$ cat src/rtl/pc_fetch_if.sv
// ============================================================================
//  Module   : pc_fetch_if
//  Brief    : Fetch-stage bus: redirects and hazards in, PC and IF/ID out.
//  Revision : 1.0 - initial release
// ============================================================================
`default_nettype none

interface pc_fetch_if;
    logic        stall_f;
    logic        flush_d;
    logic        jump;
    logic [31:0] jump_addr;
    logic        branch_taken;
    logic [31:0] branch_addr;
    logic [31:0] instr_f;
    logic [31:0] pc_f;
    logic [31:0] instr_d;
    logic [31:0] pc_plus4_d;
    logic        valid_d;
    logic        halted;

    modport master (
        output stall_f, flush_d, jump, jump_addr, branch_taken, branch_addr, instr_f,
        input  pc_f, instr_d, pc_plus4_d, valid_d, halted
    );

    modport slave (
        input  stall_f, flush_d, jump, jump_addr, branch_taken, branch_addr, instr_f,
        output pc_f, instr_d, pc_plus4_d, valid_d, halted
    );
endinterface

`default_nettype wire

$ cat src/rtl/pc_fetch_stage.sv
// ============================================================================
//  Module   : pc_fetch_stage
//  Brief    : PC register, IF/ID pipeline register and halt/drain sequencer.
//  Revision : 1.0 - initial release
// ============================================================================
`default_nettype none

module pc_fetch_stage #(
    parameter logic [31:0] RESET_PC     = 32'h0000_0000,
    parameter int          DRAIN_CYCLES = 4,
    parameter logic [31:0] HALT_WORD    = 32'hFFFF_FFFF
) (
    input  wire logic   clk,
    input  wire logic   reset,
    pc_fetch_if.slave   bus
);

    localparam int               c_cnt_w    = (DRAIN_CYCLES > 1) ? $clog2(DRAIN_CYCLES) : 1;
    localparam logic [c_cnt_w-1:0] c_cnt_load = c_cnt_w'(DRAIN_CYCLES - 1);

    localparam logic [1:0] c_st_run   = 2'd0;
    localparam logic [1:0] c_st_drain = 2'd1;
    localparam logic [1:0] c_st_done  = 2'd2;

    logic [1:0]         r_state;
    logic [1:0]         w_state_nxt;
    logic [c_cnt_w-1:0] r_cnt;
    logic [c_cnt_w-1:0] w_cnt_nxt;
    logic [31:0]        r_pc;
    logic [31:0]        w_pc_nxt;
    logic [31:0]        w_pc_plus4;
    logic [31:0]        r_instr_d;
    logic [31:0]        r_pc_plus4_d;
    logic               r_valid_d;
    logic               r_halted;
    logic               w_run;
    logic               w_squash;
    logic               w_halt_det;
    logic               w_ifid_load;
    logic               w_ifid_nop;
    logic               w_unused_bits;

    assign w_run      = (r_state == c_st_run);
    assign w_squash   = bus.flush_d | bus.jump | bus.branch_taken;
    assign w_pc_plus4 = r_pc + 32'd4;
    // A halt word on a squashed (wrong-path) cycle must not end fetch.
    assign w_halt_det = w_run & ~bus.stall_f & ~w_squash & (bus.instr_f == HALT_WORD);

    assign w_unused_bits = ^{bus.jump_addr[1:0], bus.branch_addr[1:0]};

    always_ff @(posedge clk) begin
        if (reset) begin
            r_state <= c_st_run;
            r_cnt   <= '0;
        end else begin
            r_state <= w_state_nxt;
            r_cnt   <= w_cnt_nxt;
        end
    end

    always_comb begin
        w_state_nxt = r_state;
        w_cnt_nxt   = r_cnt;
        case (r_state)
            c_st_run: begin
                if (w_halt_det) begin
                    w_state_nxt = c_st_drain;
                    w_cnt_nxt   = c_cnt_load;
                end
            end
            c_st_drain: begin
                if (r_cnt == '0) begin
                    w_state_nxt = c_st_done;
                end else begin
                    w_cnt_nxt = r_cnt - c_cnt_w'(1);
                end
            end
            c_st_done: w_state_nxt = c_st_done;
            default:   w_state_nxt = c_st_run;
        endcase
    end

    // Drain/done override everything, including stall; otherwise stall wins.
    always_comb begin
        w_pc_nxt    = r_pc;
        w_ifid_load = 1'b0;
        w_ifid_nop  = 1'b0;
        if (!w_run) begin
            w_ifid_nop = 1'b1;
        end else if (!bus.stall_f) begin
            if (bus.jump) begin
                w_pc_nxt = {bus.jump_addr[31:2], 2'b00};
            end else if (bus.branch_taken) begin
                w_pc_nxt = {bus.branch_addr[31:2], 2'b00};
            end else if (!w_halt_det) begin
                w_pc_nxt = w_pc_plus4;
            end
            if (w_squash || w_halt_det) begin
                w_ifid_nop = 1'b1;
            end else begin
                w_ifid_load = 1'b1;
            end
        end
    end

    always_ff @(posedge clk) begin
        if (reset) begin
            r_pc         <= {RESET_PC[31:2], 2'b00};
            r_instr_d    <= 32'h0;
            r_pc_plus4_d <= 32'h0;
            r_valid_d    <= 1'b0;
            r_halted     <= 1'b0;
        end else begin
            r_pc     <= w_pc_nxt;
            r_halted <= (w_state_nxt == c_st_done);
            if (w_ifid_nop) begin
                r_instr_d <= 32'h0;
                r_valid_d <= 1'b0;
            end else if (w_ifid_load) begin
                r_instr_d    <= bus.instr_f;
                r_pc_plus4_d <= w_pc_plus4;
                r_valid_d    <= 1'b1;
            end
        end
    end

    assign bus.pc_f       = r_pc;
    assign bus.instr_d    = r_instr_d;
    assign bus.pc_plus4_d = r_pc_plus4_d;
    assign bus.valid_d    = r_valid_d;
    assign bus.halted     = r_halted;

endmodule

`default_nettype wire

$ cat src/flat_wrapper.sv
// flat-port wrapper written by rule: the top's interface ports become plain ports
module pc_fetch_stage_flat 
#(
    parameter logic [31:0] RESET_PC     = 32'h0000_0000,
    parameter int          DRAIN_CYCLES = 4,
    parameter logic [31:0] HALT_WORD    = 32'hFFFF_FFFF
)
  (clk, reset, bus_stall_f, bus_flush_d, bus_jump, bus_jump_addr, bus_branch_taken, bus_branch_addr, bus_instr_f, bus_pc_f, bus_instr_d, bus_pc_plus4_d, bus_valid_d, bus_halted);
  pc_fetch_if bus_i ();
  input  wire logic clk;
  input  wire logic reset;
  input wire logic [$bits(bus_i.stall_f)-1:0] bus_stall_f;
  input wire logic [$bits(bus_i.flush_d)-1:0] bus_flush_d;
  input wire logic [$bits(bus_i.jump)-1:0] bus_jump;
  input wire logic [$bits(bus_i.jump_addr)-1:0] bus_jump_addr;
  input wire logic [$bits(bus_i.branch_taken)-1:0] bus_branch_taken;
  input wire logic [$bits(bus_i.branch_addr)-1:0] bus_branch_addr;
  input wire logic [$bits(bus_i.instr_f)-1:0] bus_instr_f;
  output wire logic [$bits(bus_i.pc_f)-1:0] bus_pc_f;
  output wire logic [$bits(bus_i.instr_d)-1:0] bus_instr_d;
  output wire logic [$bits(bus_i.pc_plus4_d)-1:0] bus_pc_plus4_d;
  output wire logic [$bits(bus_i.valid_d)-1:0] bus_valid_d;
  output wire logic [$bits(bus_i.halted)-1:0] bus_halted;
  assign bus_i.stall_f = bus_stall_f;
  assign bus_i.flush_d = bus_flush_d;
  assign bus_i.jump = bus_jump;
  assign bus_i.jump_addr = bus_jump_addr;
  assign bus_i.branch_taken = bus_branch_taken;
  assign bus_i.branch_addr = bus_branch_addr;
  assign bus_i.instr_f = bus_instr_f;
  assign bus_pc_f = bus_i.pc_f;
  assign bus_instr_d = bus_i.instr_d;
  assign bus_pc_plus4_d = bus_i.pc_plus4_d;
  assign bus_valid_d = bus_i.valid_d;
  assign bus_halted = bus_i.halted;
  pc_fetch_stage #(.RESET_PC(RESET_PC), .DRAIN_CYCLES(DRAIN_CYCLES), .HALT_WORD(HALT_WORD)) u_core (.clk(clk), .reset(reset), .bus(bus_i));
endmodule
$ cat config.mk
export PLATFORM = sky130hd
export DESIGN_NAME = pc_fetch_stage_flat
export DESIGN_NICKNAME = d
export VERILOG_FILES = /design/src/rtl/pc_fetch_if.sv /design/src/rtl/pc_fetch_stage.sv /design/src/flat_wrapper.sv
export SDC_FILE = /design/constraint.sdc
export NUM_CORES = 1
export LEC_CHECK = 0
export BUFFER_PORTS_ARGS = -buffer_cell sky130_fd_sc_hd__clkbuf_2
export CAP_MARGIN = 25
export CORE_ASPECT_RATIO = 0.8
export CORE_UTILIZATION = 49
export DETAILED_ROUTE_END_ITERATION = 12
export PLACE_DENSITY = 0.81
export SYNTH_ARGS = -nofsm -noshare
export SYNTH_HDL_FRONTEND = slang
export SYNTH_SLANG_ARGS = --single-unit
$ cat constraint.sdc
create_clock -name clk -period 3.2 [get_ports clk]
set_input_delay 0 -clock clk [delete_from_list [all_inputs] [get_ports clk]]
set_output_delay 0 -clock clk [all_outputs]
set_load 0.05 [all_outputs]
; Word level (Yosys, flattened, before mapping)
; Cells that the tools add are included.
[op_classes]
n_mux = 15
n_eq_ne = 7
add_sub_neg = 2
n_reduce_logical = 8
n_bitwise = 8
[ops]
columns = operator, count
row1 = two-way mux 32 bit, 3
row2 = "adder 32 x 3 -> 32 bit, second input constant", 1
row3 = "equality test 32 bit, second input constant", 1
row4 = two-way mux 2 bit, 4
row5 = two-way mux 1 bit, 6
row6 = one-hot mux 2 bit (3 select lines), 1
row7 = AND reduction 3 bit, 2
row8 = "equality test 2 bit, second input constant", 2
row9 = zero test 2 bit, 2
row10 = "!= test 2 bit, second input constant", 2
row11 = one-hot mux 2 bit (2 select lines), 1
row12 = AND 1 bit, 3
row13 = "!= test 3 bit, second input constant", 1
row14 = NOT 1 bit, 3
row15 = "equality test 2 x 1 -> 1 bit, second input constant", 1
row16 = bitwise OR 1 bit, 2
row17 = AND reduction 2 bit, 1
row18 = nonzero test 2 bit, 1
row19 = OR reduction 2 bit, 1
row20 = "subtractor 2 x 1 -> 2 bit, second input constant", 1
row21 = logical OR 1 bit, 1
[word_totals]
ff_bits = 102
wordCells = 47
out_inout_bits = 98
inputBits = 102

; Depth between registers and ports, before layout
[depth]
ltp_word = 11
ltp_mapped = 8

; Worst setup path after synthesis
; No wires, ideal clock.
[synth_path]
path_kind = flip-flop to flip-flop
from = reg u_core.r_pc[14], in the netlist u_core.bus.pc_f[14]
to = reg u_core.r_pc[31], in the netlist u_core.bus.pc_f[31]
n_path_buf = 1
synth_period_minus_slack_ps = 2664
arrival_time_ps = 2576
stages_incl_launch_ff = 7
path_slack_ps = 536
cell_sequence = dfxtp_1 > nand4_1 > or4_1 > clkbuf_2 > or4_4 > or3_1 > a311oi_2
[synth_between]
elab_chain_cells = 4
[synth_rtl]
columns = item, line_no
row1 = from (decl), pc_fetch_stage.sv:29  ; logic [31:0] r_pc;
row2 = from (signal assigned), pc_fetch_stage.sv:108  ; r_pc <= {RESET_PC[31:2], 2'b00};
row3 = from (signal assigned), pc_fetch_stage.sv:114  ; r_pc <= w_pc_nxt;
row4 = adder 32 x 3 -> 32 bit, pc_fetch_stage.sv:45  ; assign w_pc_plus4 = r_pc + 32'd4;
row5 = two-way mux 32 bit, pc_fetch_stage.sv:95  ; end else if (!w_halt_det) begin
row6 = two-way mux 32 bit, pc_fetch_stage.sv:93  ; end else if (bus.branch_taken) begin
row7 = two-way mux 32 bit, pc_fetch_stage.sv:91  ; if (bus.jump) begin
; No other way between the ends. The select of a mux whose other input is x is not followed.
; A chain may end at the register's enable or synchronous reset.

; Worst setup path in the final report
[layout_path]
from = reg u_core.r_pc[5], in the netlist u_core.bus.pc_f[5]
to = reg u_core.r_pc[31], in the netlist u_core.bus.pc_f[31]
; The elaborated chain is that of the path after synthesis.

==> results.md <==
* WHS at approximately 6.3 ps
* Setup_tns at 0 ps
* Synth area leader: dfxtp_1
* MaxCap Viol Count at 0
* DRC at 0
* R2R Path Start: u_core.bus.pc_f[5]
* Vias at between 5k and 6k
* Unique masters post-synth at just under 60
* CP Class: reg -> reg
* Clock buffer depth at 2
* Synth top area share at 0.4017
* Maximum fanout along the worst path at 13
* Largest net degree at the start of global routing at 86
* First-pass iteration count of the detailed router at 5
* HP Start: bus_jump_addr[23]
* Site Rows at 32
* IR drop worst, VDD at approximately 310 uV
* Clk_lat worst skew at 350 ps
* GRT overflow at 0
* First-pass GRT wire length at around 26 mm
* Die X at roughly 110 um
* WP data required at about 3500 ps
* Seq cells post-synth at 98
* Die ar. at between 10000 and 15000 sq um
* Min cycle time layout at between 2000 and 3000 ps
* Syn Area/Cell at around 7.8 sq um
* H-tree Lvls at 3
* Placer Congestion at 0.8553
* Hold EP: u_core.bus.pc_f[23]
* Initial DRC count at 512
* Clock-pin slew on the worst setup and hold paths at 70 ps
* Fin. Hold Viols at 0
* Skew final at 5.848 ps
* Share of layout cells above drive strength 1 at 0.2810
* Cell Area, Synth at ~4900 sq um
* CTS Root Cell: clkbuf_16
* Die Y at 91.29 um
* Psw at around 920 uW
* Critical Path Sink Type: flop
* Logic gate share of total power at 0.187
* Switching share of power at 0.3080
* PD cells at ~450 nW/um^2
* Pleak at between 2 and 3 nW
* Bufs and invs on worst path at 1
* CTS tree: built
* TritonCTS buffer count at 9
* Hpwl dp at about 11 mm
* CP delay by family, top: simple AND/OR/NAND/NOR gates
* Cells after Synth at between 600 and 700
* R2r worst-path depth at 6
* Primary FF master, synth: dfxtp_1
* Synth area leaders: dfxtp_1 40%, a21oi_1 7.0%, nand2_1 6.8%
* # setup viols final at 0
* Avg WL per Cell at ~16 um
* Number of setup buffers added after CTS at 0
* Post-synth EDFFs at 0
* Clk pwr share at 0.372
* Initial core utilization at 0.5061
* Worst Hold Class: in -> reg
* Initial antenna violation count at 0
* Worst-margin pin slew at between 800 and 900 ps
* Ys Warns at 0
* Unrepaired setup endpoints after global routing: false
* Fin. max-slew vios at 0
* Slew HR at 0.4017
* CP Launch Type: flop
* Syn-to-layout area delta at 36.61%
* R2R Path End: u_core.bus.pc_f[31]
* R2r setup slk at between 600 and 700 ps
* FMAX at roughly 390 MHz
* Final period utilization at 0.8037
* Gr usage total at 0.3140
* Asr flop ratio synth at 0
* Part of the power in registers at 0.441
* WHS Path Cells at 4
* Delay of the slowest critical-path stage at about 700 ps
* Core Util, Final at 0.6914
* Post-CTS Hold Fix Bufs at 44
* Int Pwr at around 2.1 mW
* Crit path DAT at 2840 ps
* Sequential fraction of the synthesis area at 0.4017
* Core area at between 9000 and 10000 sq um
* Slowest CP cell: or4_1
* Fin nets at between 900 and 1k
* IO buf count at about 190
* Inserted Diodes at 0
* Status: complete, no violations
* Clock sinks at a little under 100
* Via density at 5.727
* Ports at 200
* Vias in the first global route at 5300
* Total Wirelength at ~16 mm
* Remaining antenna violation count after routing at 0
* Cts repair resizes at 0
* Crit-path cells: nand4_1 > buf_4 > or4_1 > or4_4 > or3_1 > a311oi_2
state kept, by name, indices dropped and copies added, names as in the netlist:
name / count
u_core.bus.instr_d: 32
u_core.bus.pc_f: 30
u_core.bus.pc_plus4_d: 30
u_core.r_cnt: 2
u_core.r_state: 2
u_core.bus.halted: 1
u_core.bus.valid_d: 1
routing by layer:
metal	vias up	wire [um]	GRT usage
li1	2657	-	-
met1	2615	6488	0.3735
met2	273	7753	0.5351
met3	45	1385	0.07944
met4	0	421	0.1327
met5	-	0	0
tightest hold or removal path: stages:
cell and delay [ps]:
clkbuf_2 80, inv_1 40, a221o_1 130, a21oi_1 50
worst max path at each step:
stage,from,end,slack [ps],depth (start not counted)
final,u_core.bus.pc_f[5],u_core.bus.pc_f[31],630,6
after global placement,u_core.bus.pc_f[5],u_core.bus.pc_f[31],720,6
after floorplan,u_core.bus.pc_f[14],u_core.bus.pc_f[31],540,6
after CTS,u_core.bus.pc_f[5],u_core.bus.pc_f[31],650,6
after global routing,u_core.bus.pc_f[2],u_core.bus.pc_f[30],520,6
after detailed placement,u_core.bus.pc_f[5],u_core.bus.pc_f[31],680,6
area by class of cell:
type	instances	area, sq um
well taps	136	170.2
fillers	775	2978
clock buffers	9	225.2
inverters	12	45.04
flip-flops and latches	98	1962
clock inverters	7	77.57
repair buffers	248	1526
multi-input cells	466	2665
stage by stage:
step | power [mW] | instances | setup WS, ps | instance area (sq um)
2_1_floorplan | 1.684 | 631 | 535.6 | 4895
3_3_place_gp | 1.833 | 915 | 716.3 | 5901
3_5_place_dp | 1.850 | 916 | 684.3 | 5928
4_1_cts | 2.985 | 976 | 649.4 | 6671
5_1_grt | 3.083 | 976 | 524.7 | 6671
6_report | 2.990 | 976 | 628.1 | 6671
placed cells by master, fill, tap and decap left out, types with 3 or more instances in the layout:
master | netlist | routed
clkbuf_2 | 2 | 191
dfxtp_1 | 98 | 98
nand2_1 | 89 | 89
nor2_1 | 70 | 70
a21oi_1 | 68 | 67
dlygate4sd3_1 | 0 | 44
a211oi_1 | 34 | 34
o21ai_0 | 25 | 25
nor3_1 | 20 | 20
xor2_1 | 17 | 17
nand4_1 | 14 | 14
inv_1 | 12 | 12
buf_4 | 7 | 11
nand3_1 | 10 | 10
nor4_1 | 9 | 9
clkbuf_16 | 0 | 9
xnor2_1 | 8 | 8
a22o_1 | 8 | 8
nand2b_1 | 6 | 6
o211ai_1 | 6 | 6
or3_1 | 5 | 5
and3_1 | 5 | 5
a31oi_1 | 5 | 4
o21a_1 | 4 | 4
conb_1 | 1 | 4
nor2b_1 | 3 | 3
or4_1 | 3 | 3
a311oi_1 | 3 | 3
o32ai_1 | 3 | 3
a22oi_1 | 3 | 3
o311ai_0 | 3 | 3
a221oi_1 | 3 | 3
o31ai_1 | 3 | 3
and2_1 | 3 | 3
mux2i_1 | 3 | 3
cells by family after synthesis:
kind of cell	count (synthesis)	synth area share
adders and majority gates	2	0.005123
other	1	0.0007679
xor gates and xnor gates	25	0.04484
muxes	4	0.008455
buffers and inverters	67	0.05918
and+or+nand+nor	249	0.2396
DFF	98	0.4017
AOI/OAI and AO/OA	182	0.2403
cells in the mapped netlist, drive strengths merged (2+ instances only):
master / instances
and2: 3
nand3: 11
nor4: 10
xor2: 17
a22oi: 3
a311oi: 4
a22o: 8
o31ai: 3
a21oi: 68
o311ai: 3
a31oi: 5
nor2: 70
nand2b: 6
o21ai: 26
a221o: 2
o31a: 3
inv: 12
or2: 2
nor2b: 3
a211oi: 34
buf: 16
a21o: 2
and4: 2
nand4: 15
a221oi: 3
or3: 5
ha: 2
mux2i: 3
clkbuf: 38
or4: 6
and3: 6
xnor2: 8
o211ai: 6
o32ai: 3
dfxtp: 98
nor3: 20
o21a: 4
nand2: 89
power groups by stage:
| stage | clock [mW] | combinational [mW] | sequential (mW) |
|---|---|---|---|
| after floorplan | 0 | 0.204 | 1.48 |
| after global placement | 0 | 0.493 | 1.34 |
| after detailed placement | 0 | 0.505 | 1.34 |
| after CTS | 1.12 | 0.550 | 1.32 |
| after global routing | 1.16 | 0.594 | 1.32 |
| final | 1.11 | 0.558 | 1.32 |
(Power assumes the default switching activity.)
